**config.mk**
```make
export PLATFORM = sky130hd
export DESIGN_NAME = counter_req_arbiter
export DESIGN_NICKNAME = d
export VERILOG_FILES = /design/src/rtl/counter_req_arbiter.sv
export SDC_FILE = /design/constraint.sdc
export NUM_CORES = 1
export LEC_CHECK = 0
export BUFFER_PORTS_ARGS = -buffer_cell sky130_fd_sc_hd__buf_2
export CAP_MARGIN = 15
export CORE_MARGIN = 2
export CORE_UTILIZATION = 35
export CTS_CLUSTER_DIAMETER = 120
export DETAILED_ROUTE_END_ITERATION = 7
export PLACE_DENSITY = 0.58
export SLEW_MARGIN = 10
export SYNTH_ARGS = -nofsm -noshare
export SYNTH_HDL_FRONTEND = slang
export SYNTH_SLANG_ARGS = --single-unit
```
**constraint.sdc**
```tcl
create_clock -name clk_i -period 2.6 [get_ports clk_i]
set_clock_uncertainty 0.05 [all_clocks]
set_input_delay 0.52 -clock clk_i [delete_from_list [all_inputs] [get_ports clk_i]]
set_output_delay 0.52 -clock clk_i [all_outputs]
set_load 0.01 [all_outputs]
```
**src/rtl/counter_req_arbiter.sv**
```systemverilog
// ---------------------------------------------------------------------------
// counter_req_arbiter
//
// Shares one up/down counter among N_REQ requesters. A round-robin arbiter
// grants one request per transaction. The winner's direction and step are
// latched and applied to the counter, the winner gets a one-cycle ack, and a
// hold-off window of HOLDOFF cycles follows every update.
//
// Build option:
//   COUNTER_ARB_SATURATE_EN - when defined, results are clamped to
//   [MIN_VAL, MAX_VAL] and sat_o pulses whenever the clamp changes the
//   result. When undefined, the counter wraps modulo 2^WIDTH_COUNTER and
//   sat_o stays 0.
//
// Ports:
//   clk_i       clock
//   reset_ni    asynchronous active-low reset
//   req_i       level request per requester
//   dir_i       direction per requester (1 = up, 0 = down)
//   step_i      step per requester, requester k at [k*WIDTH_STEP +: WIDTH_STEP]
//   clear_i     synchronous clear, overrides everything else
//   ack_o       one-cycle one-hot acknowledge of the serviced requester
//   grant_id_o  index of the latched winner
//   busy_o      high while the FSM is not in IDLE
//   sat_o       one-cycle pulse when an update was clamped
//   counter_o   shared counter value
// ---------------------------------------------------------------------------
module counter_req_arbiter #(
  parameter int N_REQ         = 4,
  parameter int WIDTH_COUNTER = 8,
  parameter int WIDTH_STEP    = 8,
  parameter int MIN_VAL       = 0,
  parameter int MAX_VAL       = 255,
  parameter int RESET_VAL     = 0,
  parameter int HOLDOFF       = 4
) (
  input  logic                          clk_i,
  input  logic                          reset_ni,
  input  logic [N_REQ-1:0]              req_i,
  input  logic [N_REQ-1:0]              dir_i,
  input  logic [N_REQ*WIDTH_STEP-1:0]   step_i,
  input  logic                          clear_i,
  output logic [N_REQ-1:0]              ack_o,
  output logic [$clog2(N_REQ)-1:0]      grant_id_o,
  output logic                          busy_o,
  output logic                          sat_o,
  output logic [WIDTH_COUNTER-1:0]      counter_o
);

  localparam int IDXW = $clog2(N_REQ);
  localparam int HW   = $clog2(HOLDOFF + 1);

  // Reset value pinned inside [MIN_VAL, MAX_VAL] so a mis-set RESET_VAL can
  // never start the counter outside its legal range.
  localparam int RESET_SAFE = (RESET_VAL < MIN_VAL) ? MIN_VAL :
                              ((RESET_VAL > MAX_VAL) ? MAX_VAL : RESET_VAL);
  localparam logic [WIDTH_COUNTER-1:0] RESET_CNT = WIDTH_COUNTER'(RESET_SAFE);

  typedef enum logic [1:0] {
    ST_IDLE   = 2'd0,
    ST_UPDATE = 2'd1,
    ST_HOLD   = 2'd2
  } state_e;

  state_e                   state_q, state_d;
  logic [IDXW-1:0]          last_grant_q, last_grant_d;
  logic [IDXW-1:0]          grant_id_q, grant_id_d;
  logic                     dir_q, dir_d;
  logic [WIDTH_STEP-1:0]    step_q, step_d;
  logic [HW-1:0]            hold_q, hold_d;
  logic [WIDTH_COUNTER-1:0] counter_q, counter_d;
  logic [N_REQ-1:0]         ack_q, ack_d;
  logic                     sat_q, sat_d;

  logic                     found_s;
  logic [IDXW-1:0]          winner_s;
  logic [IDXW-1:0]          cand_s;
  logic [WIDTH_COUNTER-1:0] result_s;
  logic                     clamp_s;

  // Round-robin search: first requester after last_grant, wrapping.
  always_comb begin
    found_s  = 1'b0;
    winner_s = last_grant_q;
    cand_s   = last_grant_q;
    for (int i = 1; i <= N_REQ; i++) begin
      cand_s   = IDXW'((int'(last_grant_q) + i) % N_REQ);
      winner_s = (!found_s && req_i[cand_s]) ? cand_s : winner_s;
      found_s  = found_s | req_i[cand_s];
    end
  end

`ifdef COUNTER_ARB_SATURATE_EN
  localparam logic [WIDTH_COUNTER:0] MIN_EXT = (WIDTH_COUNTER+1)'(MIN_VAL);
  localparam logic [WIDTH_COUNTER:0] MAX_EXT = (WIDTH_COUNTER+1)'(MAX_VAL);

  logic [WIDTH_COUNTER:0] cnt_ext_s;
  logic [WIDTH_COUNTER:0] step_ext_s;
  logic [WIDTH_COUNTER:0] sum_s;
  logic [WIDTH_COUNTER:0] diff_s;

  // Saturating update; one extra bit exposes carry (up) and borrow (down).
  always_comb begin
    cnt_ext_s  = {1'b0, counter_q};
    step_ext_s = (WIDTH_COUNTER+1)'(step_q);
    sum_s      = cnt_ext_s + step_ext_s;
    diff_s     = cnt_ext_s - step_ext_s;
    if (dir_q) begin
      if (sum_s > MAX_EXT) begin
        result_s = MAX_EXT[WIDTH_COUNTER-1:0];
        clamp_s  = 1'b1;
      end else begin
        result_s = sum_s[WIDTH_COUNTER-1:0];
        clamp_s  = 1'b0;
      end
    end else begin
      // diff_s MSB set means the subtraction borrowed, i.e. went below zero.
      if (diff_s[WIDTH_COUNTER] || (diff_s < MIN_EXT)) begin
        result_s = MIN_EXT[WIDTH_COUNTER-1:0];
        clamp_s  = 1'b1;
      end else begin
        result_s = diff_s[WIDTH_COUNTER-1:0];
        clamp_s  = 1'b0;
      end
    end
  end
`else
  // Wrapping update modulo 2^WIDTH_COUNTER; never reports a clamp.
  always_comb begin
    if (dir_q) begin
      result_s = counter_q + WIDTH_COUNTER'(step_q);
    end else begin
      result_s = counter_q - WIDTH_COUNTER'(step_q);
    end
    clamp_s = 1'b0;
  end
`endif

  // Next-state and registered-output logic of the IDLE/UPDATE/HOLD FSM.
  always_comb begin
    state_d      = state_q;
    last_grant_d = last_grant_q;
    grant_id_d   = grant_id_q;
    dir_d        = dir_q;
    step_d       = step_q;
    hold_d       = hold_q;
    counter_d    = counter_q;
    ack_d        = '0;
    sat_d        = 1'b0;
    if (clear_i) begin
      // Clear beats a coinciding grant; last_grant is deliberately kept.
      state_d   = ST_IDLE;
      counter_d = RESET_CNT;
    end else begin
      case (state_q)
        ST_IDLE: begin
          if (found_s) begin
            state_d      = ST_UPDATE;
            last_grant_d = winner_s;
            grant_id_d   = winner_s;
            dir_d        = dir_i[winner_s];
            step_d       = step_i[int'(winner_s)*WIDTH_STEP +: WIDTH_STEP];
          end else begin
            state_d = ST_IDLE;
          end
        end
        ST_UPDATE: begin
          counter_d         = result_s;
          sat_d             = clamp_s;
          ack_d[grant_id_q] = 1'b1;
          hold_d            = HW'(HOLDOFF);
          state_d           = ST_HOLD;
        end
        ST_HOLD: begin
          if (hold_q <= HW'(1)) begin
            state_d = ST_IDLE;
          end else begin
            hold_d = hold_q - HW'(1);
          end
        end
        default: begin
          state_d = ST_IDLE;
        end
      endcase
    end
  end

  // State and output registers with asynchronous reset.
  always_ff @(posedge clk_i or negedge reset_ni) begin
    if (!reset_ni) begin
      state_q      <= ST_IDLE;
      last_grant_q <= IDXW'(N_REQ - 1);
      grant_id_q   <= '0;
      dir_q        <= 1'b0;
      step_q       <= '0;
      hold_q       <= '0;
      counter_q    <= RESET_CNT;
      ack_q        <= '0;
      sat_q        <= 1'b0;
    end else begin
      state_q      <= state_d;
      last_grant_q <= last_grant_d;
      grant_id_q   <= grant_id_d;
      dir_q        <= dir_d;
      step_q       <= step_d;
      hold_q       <= hold_d;
      counter_q    <= counter_d;
      ack_q        <= ack_d;
      sat_q        <= sat_d;
    end
  end

  assign ack_o      = ack_q;
  assign grant_id_o = grant_id_q;
  assign busy_o     = (state_q != ST_IDLE);
  assign sat_o      = sat_q;
  assign counter_o  = counter_q;

endmodule
```
# --- Word level (Yosys, flattened, before mapping) ---
# Cells that the tools add are included.
word_totals:
  register_bits: 30
  input_bits: 43
  out_inout_bits: 16
  elab_cells: 72
classes:
  addsub: 7
  magnitude_cmp: 8
  eq_ne: 4
  shift: 1
  n_mux: 27
  bitwise: 4
  reduce_logical: 13
ops:
  columns: ["cell", "n"]
  rows:
  - ["32-bit by 6-bit indexed part select with 8-bit output", 1]
  - ["8-bit two-way mux", 3]
  - ["2-bit by 3-bit < comparator with 1-bit output (second input constant)", 6]
  - ["2-bit two-way mux", 6]
  - ["1-bit binary-select mux with 2-bit select", 5]
  - ["8-bit adder", 1]
  - ["4-bit two-way mux", 2]
  - ["8-bit subtractor", 1]
  - ["1-bit two-way mux", 7]
  - ["2-bit one-hot mux with 3 select lines", 1]
  - ["3-bit one-hot mux with 2 select lines", 1]
  - ["3-bit AND reduction", 2]
  - ["2-bit nonzero test", 3]
  - ["2-bit by 1-bit adder with 2-bit output (second input constant)", 2]
  - ["2-bit adder (second input constant)", 2]
  - ["1-bit logical AND", 4]
  - ["3-bit by 1-bit <= comparator with 1-bit output (second input constant)", 1]
  - ["1-bit logical NOT", 3]
  - ["3-bit two-way mux", 1]
  - ["3-bit inequality test (second input constant)", 1]
  - ["1-bit OR", 3]
  - ["3-bit by 1-bit subtractor with 3-bit output (second input constant)", 1]
  - ["1-bit demux with 2-bit select", 1]
  - ["2-bit by 1-bit == test with 1-bit output (second input constant)", 1]
  - ["5 further kinds", 5]

# --- Logic depth before layout (Yosys ltp) ---
depth:
  ltp_word: 10
  ltp_mapped: 11
  ltp_nobuf: 11

# --- Worst setup path before layout ---
# No wires, ideal clock.
synth_timing:
  path_type: "register -> register"
  start: "reg step_q[0]"
  end: "reg counter_q[7] (netlist: counter_o[7])"
  setup_time_ps: 127
  arrival_ps: 2246
  required_time_ps: 2423
  setup_slack_ps: 177
  stages_incl_launch_ff: 11
  n_path_buf: 0
  synth_period_minus_slack_ps: 2423
  cell_sequence: "dfrtp_1 inv_1 ha_1 mux2_2 ha_1 a21o_1 nand4_1 a21oi_1 nor4_1 nand2b_1 mux2_1"
synth_via:
  elab_chain_len: 4
  word_cells_on_any_way: 5
  classes_between: "add/sub (2); mux (3)"
synth_lines:
  columns: ["item", "line_no", "source"]
  rows:
  - ["from (decl)", "69", "logic [WIDTH_STEP-1:0] step_q, step_d;"]
  - ["from (signal assigned)", "205", "step_q <= step_d;"]
  - ["8-bit subtractor / 8-bit adder (equally long branches)", "133, 131", null]
  - ["8-bit two-way mux (*)", "130", "if (dir_q) begin"]
  - ["8-bit two-way mux (*)", "155", "case (state_q)"]
  - ["8-bit two-way mux (*)", "150", "if (clear_i) begin"]
  - ["to (signal assigned)", "207", "counter_q <= counter_d;"]
  - ["to (decl)", "71", "logic [WIDTH_COUNTER-1:0] counter_q, counter_d;"]
# Every way passes the cells marked *; elsewhere a longest branch is shown, timed or not. The select of a mux whose other input is x is not followed.
# A chain may end at the register's enable or synchronous reset.

# --- Final worst setup path ---
# Ends and elaborated chain as after synthesis.

==> run summary <==
Post-synth top flop: dfrtp_1
Vias per Instance: 4.95
Post-synth EDFFs: 0
critical path required time: 2.72 ns
worst-skew pair later-pin latency: 0.29 ns
DIE AREA: 0.00648 mm²
# DRC: 0
Clock transition at path regs: 0.07 ns
ANT cells: 0
Max Slew Vio Count: 0
Syn Nets: 269
drt wl/cell: 12.7 µm
clk sinks: 30
GP Congestion: 0.822
final core utilization: 45.7%
Hold WC Path Type: in2async
Die W: 80.5 µm
layout net count: 327
top-count cell post-synth: dfrtp_1
register area share after synthesis: 36.8%
# setup viols final: 0
Power, Total: 2.93 mW
Pint: 1.67 mW
initial antenna violation count: 0
Final Hold Viols: 0
pin count of the biggest net entering global routing: 31
vias in the first global route: 1614
Startpoint Class: register
Area growth syn-to-layout: 24.4%
Clock Tree Buf Depth: 2
Detailed Routing Iterations Pass 1: 4
worst-path maximum fanout: 3
DP Area: 0.00238 mm²
fin crit period: 2.45 ns
synthesized cell area: 0.00205 mm²
Final Cell Area: 0.00255 mm²
sw frac: 43.3%
TNS Setup: 0 ns
Slowest-stage cell, CP: dfrtp_1
cell taking the most area after synthesis: dfrtp_1
post-synthesis instance total: 216
crit path DAT: 2.57 ns
final WL: 4400 µm
Comb pwr share: 58.1%
Pwr Density: 1150 mW/mm²
Slew @ Worst Pin: 0.661 ns
Setup CP Type: reg2reg
Site Rows: 27
CTS H-tree depth: 2
Reg2Reg Depth: 10
GRT overflow: 0
Worst VDD drop: 339 µV
core area: 0.00557 mm²
Clock Root Buffer: clkbuf_8
Yosys top cell area share: 34.2%
Clock power frac: 12.4%
Mean Syn Cell Area: 9.48 µm²
crit end category: register
# placed instances: 338
sequential share of power: 29.5%
Non-Filler Instances: 347
GRT Util Overall: 14.4%
Iter 0 DRT Violations: 32
Reg2Reg Setup Slack: 0.15 ns
CTS buffer count: 5
Synth Warn #: 0
commonest cells in the netlist: 28 x dfrtp_1, 25 x nand2_1, 19 x mux2i_1
port buffer count: 57
Max-slew headroom: 55.9%
post-synth cell types: 47
Leak: 1.24 nW
CTS tree: built
Post-DRT Antenna Nets: 0
final worst path period share: 94.1%
FFs w/ async S/R, synth: 100%
Synth Register Bits: 30
Max-Cap Viols: 0
Max Fclk: 409 MHz
Vias: 1718
die span in y: 80.5 µm
first-pass GRT wire length: 7310 µm
status: complete, no violations
final HPWL from detailed placement: 3290 µm
fraction of layout cells with a size suffix above 1: 37.5%
Initial Utilization: 36.7%
hold_buf cts: 0
top cells by area, synth: dfrtp_1 34%, mux2i_1 9.3%, o221ai_2 6.6%
RSZ-0062 raised after global routing: true
Sw Pwr: 1.27 mW
slowest stage delay, CP: 0.42 ns
critical-path cell list: inv_2 > ha_4 > mux2_4 > ha_4 > a21o_1 > nand4_1 > a21oi_2 > o211ai_1 > nand2b_4 > mux2_4
I/O Pins: 59
[cells by family (layout without fill, tap and decap cells)]
kind of cell	Yosys count	in the layout	synth area share (%)
other	1	1	0.183
flip-flops	30	30	36.8
adder cells (fa/ha/maj)	10	10	6.48
buffers and inverters	25	84	6.66
AND/OR/NAND/NOR	70	70	17.2
AO/OA/AOI/OAI	51	51	18.9
multiplexers	21	21	10.4
XOR/XNOR	8	8	3.42
[stage by stage]
| stage | hold slack [ns] | setup slack [ns] |
|---|---|---|
| global placement | 0.458 | 0.120 |
| floorplan | 0.174 | 0.177 |
| detailed placement | 0.456 | 0.0384 |
| global route | 0.265 | -0.0267 |
| finish | 0.211 | 0.153 |
| CTS | 0.233 | 0.0236 |
[power groups by stage]
stage	clock, mW	combinational (mW)	sequential (mW)
after floorplan	0	1.20	0.837
after global placement	0	1.51	0.847
after detailed placement	0	1.54	0.850
after CTS	0.376	1.55	0.841
after global routing	0.392	1.90	0.908
final	0.364	1.70	0.866
[metal layers]
metal	global-route usage [%]	wire length, µm	up-vias
li1	-	-	885
met1	19.2	2130	789
met2	23.1	2030	40
met3	3.15	176	4
met4	5.08	62	0
met5	0	0	-
[path summary, 6_finish.rpt]
path / startpoint / endpoint
worst max-delay path: step_q[0] / counter_o[7]
worst min-delay path: reset_ni / counter_o[6]
worst max register to register: step_q[0] / counter_o[7]
worst min register to register: grant_id_o[1] / ack_o[1]
max in group asynchronous: reset_ni / step_q[5]
min in group clk_i: grant_id_o[1] / ack_o[1]
[sequential cells by signal, indices dropped and copies added (netlist names)]
signal	cells
grant_id_o	2
step_q	8
last_grant_q	2
hold_q	3
counter_o	8
dir_q	1
state_q	2
ack_o	4
[layout make-up]
cell class / count / area, µm²
Clock buffer: 6 / 72.6
Timing Repair Buffer: 62 / 323
Fill cell: 539 / 3030
Clock inverter: 2 / 10.0
Tap cell: 72 / 90.1
Inverter: 14 / 57.6
Sequential cell: 30 / 757
Multi-Input combinational cell: 161 / 1240
[critical path: cells and delay by family (launching register included)]
kind | cells | cell delay [ns]
AOI/OAI and AO/OA | 3 | 0.47
adders and majority gates | 2 | 0.47
buffers and inverters | 1 | 0.10
DFF | 1 | 0.42
muxes | 2 | 0.58
and+or+nand+nor | 2 | 0.24
[cells in the final DEF, fill, tap and decap left out, drive strengths merged, types with 3 or more instances in the layout]
cell type / Yosys / layout
a21o: 3 / 3
a21oi: 18 / 18
buf: 6 / 62
clkbuf: 5 / 6
clkinv: 1 / 3
dfrtp: 28 / 28
ha: 9 / 9
inv: 13 / 13
mux2i: 19 / 19
nand2: 26 / 26
nand2b: 4 / 4
nor2: 16 / 16
nor2b: 3 / 3
nor3: 5 / 5
nor4: 5 / 5
o21ai: 10 / 10
o221ai: 9 / 9
or3: 3 / 3
xnor2: 3 / 3
xor2: 5 / 5
[what timing repair did]
item | 4_1_cts | 5_1_grt
gates resized for setup | 0 | 17
endpoints found under the setup margin | 0 | 2
setup buffers | 0 | 1
Power figures use the tool's default switching activity.
